**src/rtl/mips_mem_pkg.sv**
```systemverilog
// Shared definitions for the data-memory side of the pipeline: store size
// codes and the layout of one buffered store.
package mips_mem_pkg;

    localparam logic [1:0] MW_NONE = 2'b00;
    localparam logic [1:0] MW_WORD = 2'b01;
    localparam logic [1:0] MW_HALF = 2'b10;
    localparam logic [1:0] MW_BYTE = 2'b11;

    // Word address field is sized for the widest supported byte address (32 bits).
    localparam int SB_WAW = 30;

    typedef struct packed {
        logic [SB_WAW-1:0] waddr;
        logic [3:0]        be;
        logic [31:0]       data;
    } sb_entry_t;

endpackage

```
**src/rtl/store_align.sv**
```systemverilog
// Turns a store size code and the low address bits into byte enables and
// lane-replicated data; flags stores that straddle their natural alignment.
module store_align
    import mips_mem_pkg::*;
(
    input  logic [1:0]  memwrite,
    input  logic [1:0]  addr,
    input  logic [31:0] writedata,
    output logic [3:0]  be,
    output logic [31:0] data,
    output logic        misaligned
);

    always_comb begin
        be         = 4'b0000;
        data       = writedata;
        misaligned = 1'b0;
        case (memwrite)
            MW_WORD: begin
                be         = 4'b1111;
                misaligned = (addr != 2'b00);
            end
            MW_HALF: begin
                be         = addr[1] ? 4'b1100 : 4'b0011;
                data       = {2{writedata[15:0]}};
                misaligned = addr[0];
            end
            MW_BYTE: begin
                be   = 4'b0001 << addr;
                data = {4{writedata[7:0]}};
            end
            default: begin
                be = 4'b0000;
            end
        endcase
    end

endmodule

```
**src/rtl/store_buffer.sv**
```systemverilog
// FIFO of pending stores between the MEM stage and a single-port data memory.
// Drains one store per cycle whenever no hazard-free load owns the port.
module store_buffer
    import mips_mem_pkg::*;
#(
    parameter int DEPTH = 4,
    parameter int AW    = 32
) (
    input  logic          clk,
    input  logic          reset,
    input  logic [1:0]    memwrite,
    input  logic          memread,
    input  logic [AW-1:0] dataadr,
    input  logic [31:0]   writedata,
    output logic          st_stall,
    output logic          ld_stall,
    output logic          misalign,
    output logic [3:0]    mem_we,
    output logic [AW-1:0] mem_addr,
    output logic [31:0]   mem_wdata,
    output logic          empty
);

    localparam int PW = $clog2(DEPTH);

    sb_entry_t        entries [DEPTH];
    logic [PW-1:0]    head;
    logic [PW-1:0]    tail;
    logic [PW:0]      count;

    logic [3:0]       al_be;
    logic [31:0]      al_data;
    logic             al_mis;
    logic [SB_WAW-1:0] word_in;
    logic [DEPTH-1:0] valid;
    logic             hit;
    logic             full;
    logic             drain;
    logic             accept;
    sb_entry_t        head_e;

    store_align u_align (
        .memwrite   (memwrite),
        .addr       (dataadr[1:0]),
        .writedata  (writedata),
        .be         (al_be),
        .data       (al_data),
        .misaligned (al_mis)
    );

    assign word_in = SB_WAW'(dataadr[AW-1:2]);

    // Slot i holds a live store when its distance from head is below count.
    always_comb begin
        valid = '0;
        hit   = 1'b0;
        for (int i = 0; i < DEPTH; i++) begin
            valid[i] = ({1'b0, PW'(i) - head} < count);
            hit      = hit | (valid[i] && (entries[i].waddr == word_in));
        end
    end

    // Stall semantics: st_stall/ld_stall high means the MEM stage must hold its
    // instruction and re-present the same memwrite/memread/dataadr/writedata
    // next cycle; a store is taken exactly in a cycle where accept is high.
    assign empty    = (count == '0);
    assign full     = (count == (PW+1)'(DEPTH));
    assign ld_stall = memread && hit;
    // A hazarding load yields the port so the blocking entry can drain.
    assign drain    = !empty && (!memread || ld_stall);
    assign st_stall = (memwrite != MW_NONE) && full && !drain;
    assign misalign = (memwrite != MW_NONE) && al_mis && !st_stall;
    assign accept   = (memwrite != MW_NONE) && !al_mis && !st_stall;

    assign head_e    = entries[head];
    assign mem_we    = drain ? head_e.be : 4'b0000;
    assign mem_addr  = {head_e.waddr[AW-3:0], 2'b00};
    assign mem_wdata = head_e.data;

    always_ff @(posedge clk) begin
        if (reset) begin
            head  <= '0;
            tail  <= '0;
            count <= '0;
        end else begin
            if (accept) begin
                entries[tail] <= '{waddr: word_in, be: al_be, data: al_data};
                tail          <= tail + 1'b1;
            end
            if (drain) begin
                head <= head + 1'b1;
            end
            case ({accept, drain})
                2'b10:   count <= count + 1'b1;
                2'b01:   count <= count - 1'b1;
                default: count <= count;
            endcase
        end
    end

endmodule

```
**config.mk**
```make
export PLATFORM = sky130hd
export DESIGN_NAME = store_buffer
export DESIGN_NICKNAME = d
export VERILOG_FILES = /design/src/rtl/mips_mem_pkg.sv /design/src/rtl/store_align.sv /design/src/rtl/store_buffer.sv
export SDC_FILE = /design/constraint.sdc
export NUM_CORES = 1
export LEC_CHECK = 0
export CORE_UTILIZATION = 51
export DETAILED_ROUTE_END_ITERATION = 6
export GPL_TIMING_DRIVEN = 0
export PLACE_DENSITY = 0.76
export SKIP_LAST_GASP = 1
export SYNTH_ARGS = -nofsm -noshare
export SYNTH_HDL_FRONTEND = slang
export SYNTH_HIERARCHICAL = 1
export SYNTH_SLANG_ARGS = --single-unit
```
**constraint.sdc**
```tcl
create_clock -name clk -period 3.7 [get_ports clk]
set_input_delay 0.37 -clock clk [delete_from_list [all_inputs] [get_ports clk]]
set_output_delay 0.37 -clock clk [all_outputs]
set_load 0.02 [all_outputs]
```
Word-level counts from Yosys, hierarchy flattened
Memories as Yosys holds them, arrays and structs flattened. A register that Yosys moved wholly into a read port is not among the register bits.
Cells that the tools add are included.

storage, ports and cells
  flip-flop bits (word level) = 7
  RAM bits = 264
  word-level logic and storage cells = 63
  memories kept = 1

cells by class
  $add $sub $neg = 8
  order comparisons = 4
  equal/unequal tests = 10
  shift-type cells = 1
  multiplexer cells = 11
  bitwise logic cells = 3
  reductions and logical operators = 22

memory list
  memory   words  bits a word  read ports  clocked after memory_dff  write ports  line                RTL
  entries  4      66           5           1                         1            store_buffer.sv:26  sb_entry_t entries [DEPTH];

operator list
  operator                                          number
  == test 30 bit                                    4
  case mux 32 bit (2 select lines)                  1
  logical AND 1 bit                                 12
  less-than comparator 2 x 3 -> 1 bit               4
  case mux 4 bit (3 select lines)                   1
  2-to-1 mux 4 bit                                  2
  == test 2 bit, second input constant              3
  case mux 3 bit (2 select lines)                   1
  nonzero test 2 bit                                3
  zero test 1 bit                                   5
  adder 2 x 1 -> 2 bit, second input constant       2
  == test 2 x 1 -> 1 bit, second input constant     2
  2-to-1 mux 2 bit                                  2
  left shift 1 x 2 -> 4 bit, first input constant   1
  subtractor 1 x 2 -> 2 bit, first input constant   2
  subtractor 2 bit, first input constant            2
  adder 3 x 1 -> 3 bit, second input constant       1
  == test 3 bit, second input constant              1
  zero test 3 bit                                   1
  2-to-1 mux 1 bit                                  3
  OR 1 bit                                          3
  subtractor 3 x 1 -> 3 bit, second input constant  1
  case mux 1 bit (2 select lines)                   1
  logical OR 1 bit                                  1

Depth between registers and ports, before layout
  word-level depth = 16
  depth in mapped cells = 15

By module
The synthesis kept the hierarchy.

by module, submodules not included
  module        times used  cells an instance  area each (um^2)
  store_buffer  1           611                11656.2
  store_align   1           97                 635.6

Least setup slack after synthesis
OpenSTA, ideal clock, no wires.

  path type = reg-to-reg
  from = register head[1]
  to = memory entries[0][0] (netlist bit), enable pin
  setup time = 0.431 ns
  arrival = 3.390 ns
  data required time = 3.269 ns
  setup slack = -0.122 ns
  stages on the path, launching flop included = 11
  clock period less this slack = 3.822 ns
  path through = dfxtp_1 xnor2_1 inv_1 ha_1 inv_1 o2111ai_1 a2111oi_2 nor4_4 nand2_1 o211a_1 and2_1

on the way
  cells in the longest elaborated chain, start to end = 16

ends and longest elaborated chain
  element                                     line                RTL
  from (decl)                                 store_buffer.sv:27  logic [PW-1:0] head;
  from (signal assigned)                      store_buffer.sv:91  head <= head + 1'b1;
  subtractor 1 x 2 -> 2 bit                   store_buffer.sv:58  valid[i] = ({1'b0, PW'(i) - head} < count);
  less-than comparator 2 x 3 -> 1 bit         store_buffer.sv:58
  logical AND 1 bit                           store_buffer.sv:59  hit = hit | (valid[i] && (entries[i].waddr == word_in));
  OR 1 bit (2 in a row)                       store_buffer.sv:59
  OR 1 bit (*)                                store_buffer.sv:59
  logical AND 1 bit (*)                       store_buffer.sv:68  assign ld_stall = memread && hit;
  logical OR 1 bit (*)                        store_buffer.sv:70  assign drain = !empty && (!memread || ld_stall);
  logical AND 1 bit (*)                       store_buffer.sv:70
  zero test 1 bit (*)                         store_buffer.sv:71  assign st_stall = (memwrite != MW_NONE) && full && !drain;
  logical AND 1 bit (*)                       store_buffer.sv:71
  zero test 1 bit (*)                         store_buffer.sv:73  assign accept = (memwrite != MW_NONE) && !al_mis && !st_stall;
  logical AND 1 bit (*)                       store_buffer.sv:73
  2-to-1 mux 1 bit (*)                        store_buffer.sv:86  if (accept) begin
  2-to-1 mux 1 bit (*)                        store_buffer.sv:81  if (reset) begin
  2-to-1 mux 1 bit (not written as such) (*)  store_buffer.sv:87  entries[tail] <= '{waddr: word_in, be: al_be, data: al_data};
  to (decl)                                   store_buffer.sv:26

Mark *: on every way between the ends. The rest lies on a longest branch, timed or not.

==> flow_summary.toml <==
[place]
dpl_cell_area_mm2 = 0.0142
pre_cts_ws_ns = -0.750
place_inst = 1169
io_buffers = 137
hpwl_um = 18800
gp_congestion = 0.886

[worst_setup_path]
cp-start-kind = "flop"
crit_required_ns = 3.33
worstPathArrival_ns = 3.25
path_class = "flop to output pin"
cp_max_fo = 8
end_kind = "output pin"

[grt]
track_usage = 0.233
grt_pass1_vias = 7000
grt_max_degree = 58
grt_remaining_overflow = 0
grt_pass1_wl_um = 42000
antenna_found_initial = 2

[timing]
setup_viol = 0
maxSlewViolCount = 0
fin_crit_sh = 0.977
fin_ws_ns = 0.0837
min_period_ns = 3.62
tightest_slew_ns = 1.13
max-slew-margin-rel = 0.248
max_freq_mhz = 277
hold_viol_final = 0
skew_ns = 0.0238

[logic_synthesis]
syn_inst = 708
synth_area_mm2 = 0.0123
avgSynthCellArea_um2 = 17.4
yosysMostFrequentCell = "edfxtp_1"
ys_warn_count = 6
async_reset_ff_frac = 0
synth_top_area_frac = 0.645
synth.area.top_cells = "edfxtp_1 64%, mux4_2 12%, xor2_1 7.7%"
synth_edf_count = 264
synth_common_cells = "264 x edfxtp_1, 108 x xor2_1, 66 x mux4_2, 24 x nor4_1, 22 x a21oi_1"
synth_seq_cells = 273
synth-main-ff-cell = "edfxtp_1"
seq_area_frac_synth = 0.660
ys_types = 53
synth_top_cell_by_area = "edfxtp_1"

[routing]
final_antenna_net_count = 0
via_count = 7086
drtPass1Iterations = 4
viasPerCell = 5.79
drc = 0
postRouteWirelength_um = 28300
wl_per_cell_um = 23.1
drt-initial-drc-count = 565

[pwr]
pwr-share-comb = 0.227
p_sw_frac = 0.270
power_frac_seq = 0.427
p_per_area_mw_per_mm2 = 564
switchingPower_mw = 2.33
intPower_mw = 6.31
p_clk_frac = 0.346
peakVddDrop_uv = 483
p_leak_nw = 5.12

[floorplan]
die_w_um = 157
io-pin-count = 141
start_util = 0.522
die_area_mm2 = 0.0247
die_height_um = 157
rows = 56
coreArea_mm2 = 0.0235

[clocking]
cts_hold_buf = 0
h-tree-depth = 1
clkSinkCount = 273
numCtsBuffers = 29
root_buffer = "clkbuf_16"
clk_latency_ns = 0.56
cts_tree = "yes"
clockBufferDepth = 3
cts.clk_slew.worst_paths_ns = 0.06

[job]
drv_cap = 0

[finish]
final_area_mm2 = 0.0153
layout-drive-gt1-share = 0.193
layout.nets = 964
fin_cells = 1223
syn2layout_area_growth_pct = 24.6

[worst_hold_path]
hp-class = "primary input to flop"

[run_status]
status = "finished clean"
placed cells by master (no fill, tap or decap), drive strengths merged, types with 7 or more instances in the layout:
cell / n
o22ai: 7
a31oi: 8
dfxtp: 9
clkdlybuf4s50: 112
xnor2: 15
inv: 22
mux4: 66
dlymetal6s2s: 9
nand2: 9
edfxtp: 264
o21ai: 12
nor2: 17
nor4: 25
nor3: 10
ha: 12
clkbuf: 44
dlygate4sd2: 12
clkinv: 10
xor2: 108
a22o: 8
a21oi: 24
buf: 29
critical path, cell delays in order (launching register included):
cell	delay (ns)
edfxtp_1	0.40
xor2_1	0.17
nor4_2	0.45
nand3_1	0.19
a2111oi_4	0.41
nor4_4	0.11
buf_4	0.18
and2b_2	0.20
clkdlybuf4s50_1	0.60
worst paths after layout:
| check | from | endpoint | slack (ns) | cells past startpoint |
|---|---|---|---|---|
| worst max-delay path | entries[1][37] | ld_stall | 0.08 | 8 |
| worst max register to register | entries[1][37] | entries[3][63] | 0.33 | 9 |
| worst min-delay path | dataadr[14] | entries[2][48] | 0.26 | 1 |
| worst min register to register | tail[1] | tail[1] | 0.57 | 2 |
per-stage QoR:
stage | util | TNS, ns | hold WS (ns) | power [mW]
after CTS | 0.647 | 0 | 0.364 | 8.68
after global placement | 0.598 | -326.13 | 0.544 | 5.66
after global routing | 0.651 | -0.264 | 0.265 | 8.92
after floorplan | - | 0 | 0.469 | 4.87
after detailed placement | 0.602 | -96.33 | 0.554 | 5.69
final | 0.651 | 0 | 0.256 | 8.64
final cells by class:
| type | instances | area, µm² |
|---|---|---|
| well taps | 319 | 399 |
| inverters | 19 | 71.3 |
| flip-flops and latches | 273 | 8110 |
| diodes | 1 | 2.50 |
| clock buffers | 33 | 741 |
| plain buffers | 35 | 206 |
| clock inverters | 19 | 240 |
| multi-input cells | 382 | 4070 |
| repair buffers | 142 | 1480 |
| fillers | 1680 | 8230 |
metal layers:
layer | up-vias | global-route usage | part of all wire
met5 | - | 0 | 0.00046
met4 | 2 | 0.0569 | 0.021
met3 | 42 | 0.0496 | 0.079
met2 | 294 | 0.377 | 0.49
met1 | 3593 | 0.323 | 0.41
li1 | 3155 | - | -
repair_timing:
item	in CTS	in global routing
hold endpoints to repair	0	0
resized for setup	32	23
setup endpoints to repair	48	8
pin swaps	7	3
buffers inserted	1	0
sequential cells by signal (all words and copies together), names as in the netlist, named ones only:
name	flops
tail	2
head	2
entries	264
count	3
power by group through the flow:
stage / Sequential (mW) / Combinational (mW) / Clock, mW
after global routing: 3.71 / 2.08 / 3.13
after global placement: 3.75 / 1.90 / 0
final: 3.69 / 1.96 / 2.99
after detailed placement: 3.75 / 1.94 / 0
after CTS: 3.69 / 1.96 / 3.03
after floorplan: 3.73 / 1.14 / 0
cell families (layout without fill, tap and decap cells):
group | count (synthesis) | in the layout | share of synthesized area
AO/OA/AOI/OAI | 87 | 87 | 0.0522
XOR/XNOR | 123 | 123 | 0.0876
adder cells (fa/ha/maj) | 13 | 13 | 0.0138
buffers and inverters | 54 | 248 | 0.0219
flip-flops | 273 | 273 | 0.660
multiplexers | 68 | 68 | 0.123
other | 1 | 3 | 0.000305
AND/OR/NAND/NOR | 89 | 89 | 0.0417
(Power assumes the default switching activity.)
